## src/rtl/cmp_pkg.sv

```systemverilog
// Shared types for the iterative magnitude comparator.
// State encoding and sticky compare-result codes.
package cmp_pkg;

    typedef enum logic [1:0] {
        IDLE,
        RUN,
        HOLD
    } state_t;

    typedef logic [1:0] res_t;

    localparam res_t CMP_EQ = 2'd0;
    localparam res_t CMP_LT = 2'd1;
    localparam res_t CMP_GT = 2'd2;

endpackage

```

## src/rtl/cmp_chunk.sv

```systemverilog
// Combinational CHUNK-bit unsigned magnitude compare.
// Produces lt/gt; neither set means the chunks are equal.
module cmp_chunk #(
    parameter int CHUNK = 8
) (
    input  logic [CHUNK-1:0] i_a,
    input  logic [CHUNK-1:0] i_b,
    output logic             o_lt,
    output logic             o_gt
);

    assign o_lt = (i_a < i_b);
    assign o_gt = (i_a > i_b);

endmodule

```

## src/rtl/iter_comparator.sv

```systemverilog
// Multi-cycle signed/unsigned comparator, CHUNK bits per cycle, MSB first.
// Define ITER_CMP_EARLY_EXIT_EN to stop at the first differing chunk.
module iter_comparator
    import cmp_pkg::*;
#(
    parameter int WIDTH = 32,
    parameter int CHUNK = 8
) (
    input  logic             clk,
    input  logic             rst_n,
    input  logic             in_valid,
    output logic             in_ready,
    input  logic [WIDTH-1:0] a,
    input  logic [WIDTH-1:0] b,
    input  logic             is_signed,
    output logic             out_valid,
    input  logic             out_ready,
    output logic             equal,
    output logic             lower,
    output logic             greater
);

    localparam int N  = WIDTH / CHUNK;
    localparam int IW = (N > 1) ? $clog2(N) : 1;

    state_t           r_state;
    state_t           w_state_n;
    logic [WIDTH-1:0] r_a;
    logic [WIDTH-1:0] r_b;
    logic [IW-1:0]    r_idx;
    res_t             r_res;
    res_t             w_res_n;
    logic             r_eq;
    logic             r_lt;
    logic             r_gt;
    logic [WIDTH-1:0] w_flip;
    logic [CHUNK-1:0] w_ca;
    logic [CHUNK-1:0] w_cb;
    logic             w_lt;
    logic             w_gt;
    logic             w_diff;
    logic             w_exit;
    logic             w_acc;

    // Flipping the sign bit maps two's complement onto unsigned order.
    always_comb begin
        w_flip = '0;
        w_flip[WIDTH-1] = is_signed;
    end

    always_comb begin
        w_ca = '0;
        w_cb = '0;
        for (int i = 0; i < N; i++) begin
            if (r_idx == IW'(i)) begin
                w_ca = r_a[i*CHUNK +: CHUNK];
                w_cb = r_b[i*CHUNK +: CHUNK];
            end
        end
    end

    cmp_chunk #(
        .CHUNK (CHUNK)
    ) u_chunk (
        .i_a  (w_ca),
        .i_b  (w_cb),
        .o_lt (w_lt),
        .o_gt (w_gt)
    );

    assign w_diff  = (r_res == CMP_EQ) && (w_lt || w_gt);
    assign w_res_n = w_diff ? (w_lt ? CMP_LT : CMP_GT) : r_res;
    assign w_acc   = (r_state == IDLE) && in_valid;

`ifdef ITER_CMP_EARLY_EXIT_EN
    assign w_exit = (r_idx == '0) || w_diff;
`else
    assign w_exit = (r_idx == '0);
`endif

    always_comb begin
        w_state_n = r_state;
        unique case (r_state)
            IDLE: if (in_valid) w_state_n = RUN;
            RUN:  if (w_exit) w_state_n = HOLD;
            HOLD: if (out_ready) w_state_n = IDLE;
            default: w_state_n = IDLE;
        endcase
    end

    always_ff @(posedge clk) begin
        if (!rst_n) r_state <= IDLE;
        else        r_state <= w_state_n;
    end

    always_ff @(posedge clk) begin
        if (!rst_n) begin
            r_a   <= '0;
            r_b   <= '0;
            r_idx <= '0;
            r_res <= CMP_EQ;
            r_eq  <= 1'b0;
            r_lt  <= 1'b0;
            r_gt  <= 1'b0;
        end else if (w_acc) begin
            r_a   <= a ^ w_flip;
            r_b   <= b ^ w_flip;
            r_idx <= IW'(N - 1);
            r_res <= CMP_EQ;
        end else if (r_state == RUN) begin
            r_res <= w_res_n;
            if (w_exit) begin
                r_eq <= (w_res_n == CMP_EQ);
                r_lt <= (w_res_n == CMP_LT);
                r_gt <= (w_res_n == CMP_GT);
            end else begin
                r_idx <= r_idx - IW'(1);
            end
        end
    end

    assign in_ready  = (r_state == IDLE);
    assign out_valid = (r_state == HOLD);
    assign equal     = r_eq;
    assign lower     = r_lt;
    assign greater   = r_gt;

endmodule

```

## config.mk

```make
export PLATFORM = sky130hd
export DESIGN_NAME = iter_comparator
export DESIGN_NICKNAME = d
export VERILOG_FILES = /design/src/rtl/cmp_pkg.sv /design/src/rtl/cmp_chunk.sv /design/src/rtl/iter_comparator.sv
export SDC_FILE = /design/constraint.sdc
export NUM_CORES = 1
export LEC_CHECK = 0
export CAP_MARGIN = 20
export CORE_MARGIN = 2
export CORE_UTILIZATION = 30
export DETAILED_ROUTE_END_ITERATION = 16
export PLACE_DENSITY = 0.55
export SETUP_SLACK_MARGIN = 0.15
export SLEW_MARGIN = 25
export SYNTH_ARGS = -nofsm -noshare
export SYNTH_HDL_FRONTEND = slang
export SYNTH_HIERARCHICAL = 1
export SYNTH_SLANG_ARGS = --single-unit
```

## constraint.sdc

```tcl
create_clock -name clk -period 4.1 [get_ports clk]
set_clock_uncertainty 0.2 [all_clocks]
set_input_delay 1.23 -clock clk [delete_from_list [all_inputs] [get_ports clk]]
set_output_delay 1.23 -clock clk [all_outputs]
set_load 0.02 [all_outputs]
```

* Word-level counts from Yosys, hierarchy flattened *
Cells that the tools add are included.
Widths: inputs -> output; s select.

word-level totals
  register bits = 73
  bits of input ports = 69
  output and inout bits = 5
  word-level logic and storage cells = 55

cells by class
  $add $sub $neg = 1
  $lt $le $gt $ge = 2
  equality and inequality tests = 11
  multiplexer cells = 17
  bitwise logic cells = 4
  reduce and logical (&&, ||, !) cells = 12

operators by type and width
  cell                 count
  $mux 8               8
  $xor 32x32->32       2
  $mux 2               8
  $eq 2x2->1 const B   4
  $gt 8x8->1           1
  $logic_not 2->1      4
  $lt 8x8->1           1
  $eq 2x1->1 const B   3
  $pmux 2 s3           1
  $reduce_and 3->1     2
  $ne 2x1->1 const B   2
  $ne 2x2->1 const B   2
  $logic_and 1x1->1    2
  $not 1->1            2
  $reduce_and 2->1     1
  $reduce_bool 2->1    1
  $reduce_or 2->1      1
  $sub 2x1->2 const B  1
  $logic_or 1x1->1     1

* Longest topological paths before layout *
  word-level depth = 10
  gate-level depth with buffers = 17
  mapped depth without buffers = 14

* Cells and area by module *
Netlist, hierarchy kept.

by module, submodules not included
  module           instances  cells each  area each (µm²)
  iter_comparator  1          399         3105.5
  cmp_chunk        1          29          211.5

* Worst setup path after synthesis *
OpenSTA, ideal clock, no wires.

  path kind = reg-to-reg
  start = register r_idx[0]
  end = register r_eq (netlist: equal)
  arrival = 2.911 ns
  slack = 0.919 ns
  stages on the path, launching flop included = 15
  path buffers = 2
  clock period less this slack = 3.181 ns
  path through = dfxtp_1 > inv_1 > ha_1 > nor2b_1 > buf_2 > buf_4 > a221oi_1 > o31ai_1 > ha_1 > nor2b_1 > o211ai_2 > a21oi_2 > o21ba_1 > or4b_1 > a21oi_1

on the way
  longest elaborated chain between the ends = 10
  elaborated cells between the ends (all ways) = 20
  those cells by class = order compare: 2; eq/ne: 3; mux: 10; reduce/logical: 5

ends and longest elaborated chain
  what                    line                    text
  from (decl)             iter_comparator.sv:30   logic [IW-1:0] r_idx;
  from (signal assigned)  iter_comparator.sv:108  r_idx <= IW'(N - 1);
  from (signal assigned)  iter_comparator.sv:117  r_idx <= r_idx - IW'(1);
  $logic_not 2->1         iter_comparator.sv:55   if (r_idx == IW'(i)) begin
  $mux 8 (3 in a row)     iter_comparator.sv:55
  $mux 8 (*)              iter_comparator.sv:55
  named net w_ca[1]       iter_comparator.sv:37   logic [CHUNK-1:0] w_ca;
  $gt 8x8->1 (*)          cmp_chunk.sv:13         assign o_gt = (i_a > i_b);
  named net w_gt          iter_comparator.sv:40   logic w_gt;
  $logic_or 1x1->1 (*)    iter_comparator.sv:71   assign w_diff = (r_res == CMP_EQ) && (w_lt || w_gt);
  $logic_and 1x1->1 (*)   iter_comparator.sv:71
  $mux 2 (*)              iter_comparator.sv:72   assign w_res_n = w_diff ? (w_lt ? CMP_LT : CMP_GT) : r_res;
  $logic_not 2->1 (*)     iter_comparator.sv:113  r_eq <= (w_res_n == CMP_EQ);
  to (signal assigned)    iter_comparator.sv:113
  to (decl)               iter_comparator.sv:33   logic r_eq;

Mark *: on every way through the listed nets, which the timed path passes. The rest lies on a longest branch.
A chain may end at the register's enable or synchronous reset.

* Worst setup path after layout *
  start = register r_idx[0]
  end = register r_eq (netlist: equal)

on the way
  longest elaborated chain between the ends = 10
  elaborated cells between the ends (all ways) = 20
  those cells by class = order compare: 2; eq/ne: 3; mux: 10; reduce/logical: 5

ends and longest elaborated chain
  what                   line                    text
  $logic_not 2->1        iter_comparator.sv:55
  $mux 8 (3 in a row)    iter_comparator.sv:55
  $mux 8 (*)             iter_comparator.sv:55
  named net w_cb[3]      iter_comparator.sv:38   logic [CHUNK-1:0] w_cb;
  $gt 8x8->1 (*)         cmp_chunk.sv:13
  named net w_gt         iter_comparator.sv:40
  $logic_or 1x1->1 (*)   iter_comparator.sv:71
  $logic_and 1x1->1 (*)  iter_comparator.sv:71
  $mux 2 (*)             iter_comparator.sv:72
  $logic_not 2->1 (*)    iter_comparator.sv:113

Marked as above.

==> metrics.yaml <==
status:
  status: "finished, final reports clean"
setup_path:
  timing.critical_path.from_type: "register"
  critical_path.reg2reg.endpoint: "equal"
  crit_fanout: 32
  worst_r2r_startpoint: "r_idx[0]"
  timing.setup.critical_path_class: "register to register"
  worst_setup_path_end_kind: "register"
  worst_ep_arrival_time_ns: 3.59
  required_time_of_the_worst_setup_path_ns: 4.17
  reg2reg_setup_slack_ns: 0.58
  worstRegToRegCells: 11
die:
  ioPinCount: 74
  initial_core_util_pct: 30.7
  fp-row-count: 38
  die-area_mm2: 0.0119
  core_region_area_mm2: 0.0108
  chipHeight_um: 109
  die_width_um: 109
routing:
  vias_per_cell: 4.86
  drtPass1Iterations: 4
  ant_nets: 0
  drc: 0
  wirelength_mm: 8.75
  dr.first_iter.drc_count: 123
  routed-via-count: 3072
  route.detailed.wl_per_inst_um: 13.8
cells_and_area:
  n_fill_cell: 1118
  fin_cells: 632
  nets: 569
  layout.cells.most_common_list: "144 x nand2_1, 73 x dfxtp_1, 73 x clkdlybuf4s50_1"
  mostFrequentLayoutCell: "nand2_1"
  final_area_mm2: 0.00430
  layout-drive-gt1-share_pct: 5.69
  diodes: 0
  areaGrowthSynthToFinish_pct: 29.6
place:
  postPlaceCellArea_mm2: 0.00414
  gpl.final_weighted_congestion: 0.813
  post-dp-hpwl_mm: 6.36
  place.detailed.instances: 617
  port_buffers: 73
  post-place-ws_ns: 0.635
sta:
  finalSetupTns_ns: 0
  worst_slew_pin_slew_ns: 0.944
  period_share_pct: 85.9
  fmax_mhz: 284
  setup_repair_after_global_routing_missed_its_margin: "false"
  finalSetupViolCount: 0
  timing_hold_violations_final: 0
  fin_crit_ns: 3.52
  layout_setup_ws_ns: 0.579
  max_slew_margin_vs_limit_pct: 37.1
  number_of_slew_limit_violations_in_the_final_report: 0
clocking:
  clockRootBuffer: "clkbuf_8"
  clkSlewWorstSetupHoldPaths_ns: 0.07
  worstSkewPairLatency_ns: 0.34
  tritoncts_buffer_count: 9
  clkSinkCount: 73
  deepest_level_of_the_cts_h_tree: 3
  post_cts.resized_instances: 0
  post_cts_buffers: 0
  cts_max_path_buffers: 2
  cts_hold_repair.buffers: 0
  cts_tree: "built"
global_route:
  track_usage_pct: 15.3
  globalRoute.totalOverflow: 0
  vias_in_the_first_global_route: 2933
  grt_pass1_wl_mm: 14.1
  grt_start_max_net_pins: 64
  grt_antenna_before_repair: 0
worst_hold_path:
  holdPathEnd: "lower"
  hp-class: "register to register"
  min_path_cells: 2
  timing.hold.worst.start: "lower"
power:
  power.density_cell_area_mw_per_mm2: 407
  cellLeakagePower_uw: 0.00159
  irDropWorstVdd_mv: 0.193
  finalPower_uw: 1750
logic_synthesis:
  yosysWarningCount: 6
  syn-instance-count: 428
  yosys_register_bits: 73
  synth-seq-area-share_pct: 44.1
  postSynthNetCount: 509
  netlist-cell-type-count: 29
  postSynthAreaPerCell_um2: 7.75
  post_synth_instance_area_mm2: 0.00332
flow_run:
  cap_violations: 0
cells by family (layout without fill, tap and decap cells):
| kind of cell | Yosys count | in the layout | share of synthesized area (%) |
|---|---|---|---|
| and+or+nand+nor | 185 | 185 | 24.2 |
| buffers and inverters | 44 | 108 | 5.77 |
| AOI/OAI and AO/OA | 112 | 112 | 20.9 |
| xor gates and xnor gates | 2 | 2 | 0.528 |
| adders and majority gates | 12 | 12 | 4.53 |
| DFF | 73 | 73 | 44.1 |
synth_stat cells:
cell type	number	share of area, %
o31ai_1	16	3.6
ha_1	12	4.5
a21oi_2	1	0.26
a211oi_1	3	0.68
clkbuf_1	18	2.0
a21oi_1	70	11
a221oi_1	17	4.5
o211ai_2	1	0.38
buf_2	9	1.4
or3_1	1	0.19
o21ba_1	1	0.30
nand3_1	2	0.30
nand2_1	144	16
or3b_1	1	0.26
buf_4	4	0.91
nand3b_4	1	0.60
nand4_1	2	0.38
nor3b_2	2	0.75
or4b_1	1	0.30
xnor2_1	2	0.53
nand2b_1	1	0.19
o41ai_1	1	0.26
nor3_1	1	0.15
a31oi_1	1	0.19
o21ai_0	1	0.15
nor2b_1	20	3.8
inv_1	13	1.5
nor2_1	9	1.0
dfxtp_1	73	44
flip-flops by register name, summed over array words and instances (netlist names):
register and count:
equal 1, greater 1, lower 1, r_a 32, r_b 32, r_idx 2
r_res 2, r_state 2
stage by stage:
| step | utilization, % | hold WS (ns) |
|---|---|---|
| 2_1_floorplan | - | 0.236 |
| 3_3_place_gp | 38.3 | 0.250 |
| 3_5_place_dp | 38.3 | 0.250 |
| 4_1_cts | 39.8 | 0.260 |
| 5_1_grt | 39.8 | 0.278 |
| 6_report | 39.8 | 0.259 |
final cells by class:
cell class | count | area, µm² | share of cell area (%)
clock buffers | 11 | 141 | 3.29
well taps | 140 | 175 | 4.07
inverters | 13 | 48.8 | 1.13
clock inverters | 4 | 20.0 | 0.466
flip-flops and latches | 73 | 1460 | 34.0
repair buffers | 80 | 783 | 18.2
multi-input cells | 311 | 1670 | 38.8
power by group:
group	total, µW	switching, µW	leakage [µW]	internal [µW]
clock	479	251	0.0000887	229
sequential	806	40.2	0.000599	765
combinational	466	253	0.000905	213
how the worst max path moves through the flow:
stage	slack [ns]	startpoint	to	cells past startpoint
5_1_grt	0.23	r_idx[0]	equal	11
2_1_floorplan	0.92	r_idx[0]	equal	14
3_5_place_dp	0.63	r_idx[0]	equal	12
6_report	0.58	r_idx[0]	equal	11
3_3_place_gp	0.80	r_idx[0]	equal	12
4_1_cts	0.62	r_idx[0]	equal	10
critical path, stage by stage (launching register included):
cell	delay [ns]
dfxtp_1	0.35
inv_1	0.09
ha_1	0.78
a221oi_1	0.12
o31ai_1	0.30
inv_1	0.07
ha_1	0.33
a21oi_1	0.26
a21oi_2	0.09
o21ba_1	0.21
or4b_1	0.49
a21oi_1	0.14
routing by layer:
metal  part of all wire [%]  GRT usage [%]
met5                      0              0
met4                    1.1           6.14
met3                    5.3           3.17
met2                     50           26.1
met1                     44           18.7
(Power assumes the default switching activity.)
==> RTL edit 1, RTL diff (same flow settings) <==
Encoding of `state_t`: now one-hot (3 bits for 3 states).
--- a/src/rtl/cmp_pkg.sv
+++ b/src/rtl/cmp_pkg.sv
@@ -2,10 +2,10 @@
 // State encoding and sticky compare-result codes.
 package cmp_pkg;
 
-    typedef enum logic [1:0] {
-        IDLE,
-        RUN,
-        HOLD
+    typedef enum logic [2:0] {
+        IDLE = 3'b001,
+        RUN  = 3'b010,
+        HOLD = 3'b100
     } state_t;
 
     typedef logic [1:0] res_t;
Formal check against the unedited RTL: same outputs for any inputs over 10 cycles, from zero or initial values and one cycle with rst_n low; not proved beyond that.
==> RTL edit 1 against the original RTL <==
- sequential power grew 0.6%
- global-route usage is essentially flat
- synthesized area is 5.3% higher
- setup slack worse by 0.086 ns
- combinational power shrank 3%
- die area rose by 5.1%
- non-clock buffer count fell by 1
- final area grew 7.9%
- sequential cell count increased by 1
- routed wire length grew 5.3%
- total power is 22% higher
- critical path depth unchanged
- hold slack got worse by 0.0031 ns
- synthesized cell count increased by 9.6%
- largest cell class unchanged
==> RTL edit 1: results (changes against the original RTL) <==
cell types occupying the most area after synthesis=dfxtp_1 42%, nand2_1 15%, a21oi_1 15%; Buffers, non-clock=79 (-1.3%); Hold Slack=0.256 ns (-0.00309 ns); Yosys cell types=36 (+24%); switch share=27.2% (-3.8 points); Critical Path Max Stage Delay=0.76 ns (-0.02 ns); post-place setup slack=0.543 ns (-0.0921 ns); met2 WL=4.18 mm (-4.3%); global-route wire length before repair=15.4 mm (+9.3%); post-layout minimum cycle time=3.61 ns (+0.0857 ns); # nets final=607 (+6.7%); register share of the cell area=31.9% (-2.1 points); syn nets=550 (+8.1%); Multi-input gate area=1750 sq um (+4.9%); WL/cell=13.7 um (-1.2%); sequential element share of the synthesized area=42.4% (-1.6 points); wire length on met1=4.48 mm (+17%); met1 Track Usage GR=21.0% (+2.3 points); Synth Area in XOR/XNOR=0.752% (+0.22 points); status=completed; Rel. slew slack=39.6% (+2.5 points); largest net degree at the start of global routing=65 (+1.6%); DRT Wirelength=9.22 mm (+5.3%); Syn Inst Count=469 (+9.6%); drt via density=4.74 (-2.4%)
RTL edit 1: cell count changes after synthesis, moves of 2 or more:
| cell | delta |
|---|---|
| o31ai_1 | -15 |
| o21ai_0 | +16 |
| nand2b_1 | +2 |
| a221oi_1 | -17 |
| nor2_1 | -2 |
| a21o_1 | +2 |
| nor3b_1 | +2 |
| a22o_1 | +16 |
| inv_1 | +16 |
| a21oi_1 | +33 |
| nor2b_1 | -19 |
| nor3b_2 | -2 |
RTL edit 1: worst max-delay path: cells and delay by family (launching register included):
kind / cells / cell delay [ns]
adder cells (fa/ha/maj): 2 / 1.08
buffers and inverters: 1 / 0.10
AND/OR/NAND/NOR: 4 / 0.79
AO/OA/AOI/OAI: 4 / 1.04
flip-flops: 1 / 0.33
RTL edit 1: power by group through the flow:
stage               clock (mW)  combinational, mW  sequential, mW
finish                   0.878              0.453           0.811
global route             0.923              0.514           0.817
CTS                      0.894              0.456           0.810
detailed placement           0              0.453           0.825
global placement             0              0.443           0.824
floorplan                    0              0.312           0.814
==> RTL edit 2, RTL diff (same flow settings) <==
Without the edit above. `CHUNK` is set to 8 in 2 places; all go to 16.
--- a/src/rtl/cmp_chunk.sv
+++ b/src/rtl/cmp_chunk.sv
@@ -1,7 +1,7 @@
 // Combinational CHUNK-bit unsigned magnitude compare.
 // Produces lt/gt; neither set means the chunks are equal.
 module cmp_chunk #(
-    parameter int CHUNK = 8
+    parameter int CHUNK = 16
 ) (
     input  logic [CHUNK-1:0] i_a,
     input  logic [CHUNK-1:0] i_b,
--- a/src/rtl/iter_comparator.sv
+++ b/src/rtl/iter_comparator.sv
@@ -4,7 +4,7 @@
     import cmp_pkg::*;
 #(
     parameter int WIDTH = 32,
-    parameter int CHUNK = 8
+    parameter int CHUNK = 16
 ) (
     input  logic             clk,
     input  logic             rst_n,
Behaviour: not the same (a bounded check fails within 4 cycles, from zero or initial values and one cycle with rst_n low).
==> RTL edit 2 against the original RTL <==
- total power is 7.7% lower
- routed wire length is 12% lower
- setup slack better by 0.38 ns
- sequential cell count is 1 lower
- synthesized area is 0.15% higher
- non-clock buffer count is 1 lower
- fmax is 12% higher
- final area is 0.64% higher
- synthesized cell count is 3.7% lower
==> RTL edit 2: results (changes against the original RTL) <==
largest net degree at the start of global routing=68 (+6.3%); sequential element share of the synthesized area=43.4% (-0.67 points); post-place setup slack=0.848 ns (+0.213 ns); met2 WL=3.43 mm (-21%); global-route wire length before repair=12.6 mm (-11%); Fillers=1150 (+2.9%); wire length on met1=3.80 mm (-0.68%); DRT Wirelength=7.71 mm (-12%); Rel. slew slack=41.6% (+4.5 points); Critical Path Max Stage Delay=0.45 ns (-0.33 ns); switch share=27.5% (-3.6 points); critical path startpoint=r_idx; GPL Wtd Cong=0.775 (-4.6%); cell types occupying the most area after synthesis=dfxtp_1 43%, nand2_1 15%, a21oi_1 12%; Peak VDD IR=0.132 mV (-32%); status=completed; area of placed instances=4170 sq um (+0.70%); ratio of cells with drive above 1 in the final layout=11.7% (+6.0 points); Yosys cell types=34 (+17%); # nets final=561 (-1.4%); Critical-path top delay cell=or4b_1; initial DRC count=97 (-21%); Synth top cells by count=133 x nand2_1, 77 x a21oi_1, 72 x dfxtp_1, 32 x mux2_2, 20 x clkbuf_1; Total Routing Usage GR=13.6% (-1.7 points); hold path start=r_b[25]; Pre-antenna DRT Iters=5 (+1); crit-path max FO=18 (-44%); clock slew at reported path FFs=0.07 ns (about the same); leak pwr=1.67 nW (+4.9%)
## RTL edit 2: cell families after synthesis
| logic type | share of synthesized area [%] |
|---|---|
| simple gates | 19.9 |
| compound gates | 13.7 |
| flops | 43.4 |
| buf+inv | 5.57 |
| mux | 10.8 |
| fa+ha+maj | 6.03 |
| xor+xnor | 0.527 |
## RTL edit 2: path summary, 6_finish.rpt
path                   to  slack [ns]  cells past startpoint
hold reg to reg   r_b[25]        0.25                      2
setup reg to reg    equal        0.96                     10
hold / removal    r_b[25]        0.25                      2
setup / recovery    equal        0.96                     10
## RTL edit 2: through the flow
stage	power [mW]	hold slack, ns	instances	utilization [%]
2_1_floorplan	1.02	0.233	412	-
3_3_place_gp	1.15	0.239	605	38.4
3_5_place_dp	1.16	0.243	605	38.4
4_1_cts	1.64	0.252	618	39.9
5_1_grt	1.71	0.267	618	39.9
6_report	1.62	0.252	618	39.9
## RTL edit 2: metal layers
layer / vias to the layer above / GRT usage (%)
li1: 1486 / -
met5: - / 0
met4: 0 / 5.88
met2: 53 / 21.0
met3: 11 / 3.05
met1: 1224 / 18.1
## RTL edit 2: worst reg2reg max path, stage by stage, from the launching register on
cell	delay, ns
dfxtp_1	0.33
buf_4	0.26
mux2_2	0.37
ha_1	0.33
nand4_2	0.16
nor4_2	0.35
a22o_1	0.21
nor3_1	0.09
nor2_1	0.16
or4b_1	0.45
a21oi_1	0.14
## RTL edit 2: area by class of cell
cell class	instances	area [sq um]	share of cell area, %
inverter	20	75.1	1.73
clock inverter	1	5.00	0.116
multi-input combinational	294	1700	39.3
timing repair buffer	79	776	17.9
sequential	72	1440	33.3
clock buffer	12	155	3.58
tap	140	175	4.05
## RTL edit 2: power groups by stage
stage / logic, mW / registers, mW / clock network (mW)
2_1_floorplan: 0.240 / 0.785 / 0
3_3_place_gp: 0.365 / 0.788 / 0
3_5_place_dp: 0.373 / 0.790 / 0
4_1_cts: 0.374 / 0.774 / 0.491
5_1_grt: 0.411 / 0.779 / 0.519
6_report: 0.367 / 0.774 / 0.476
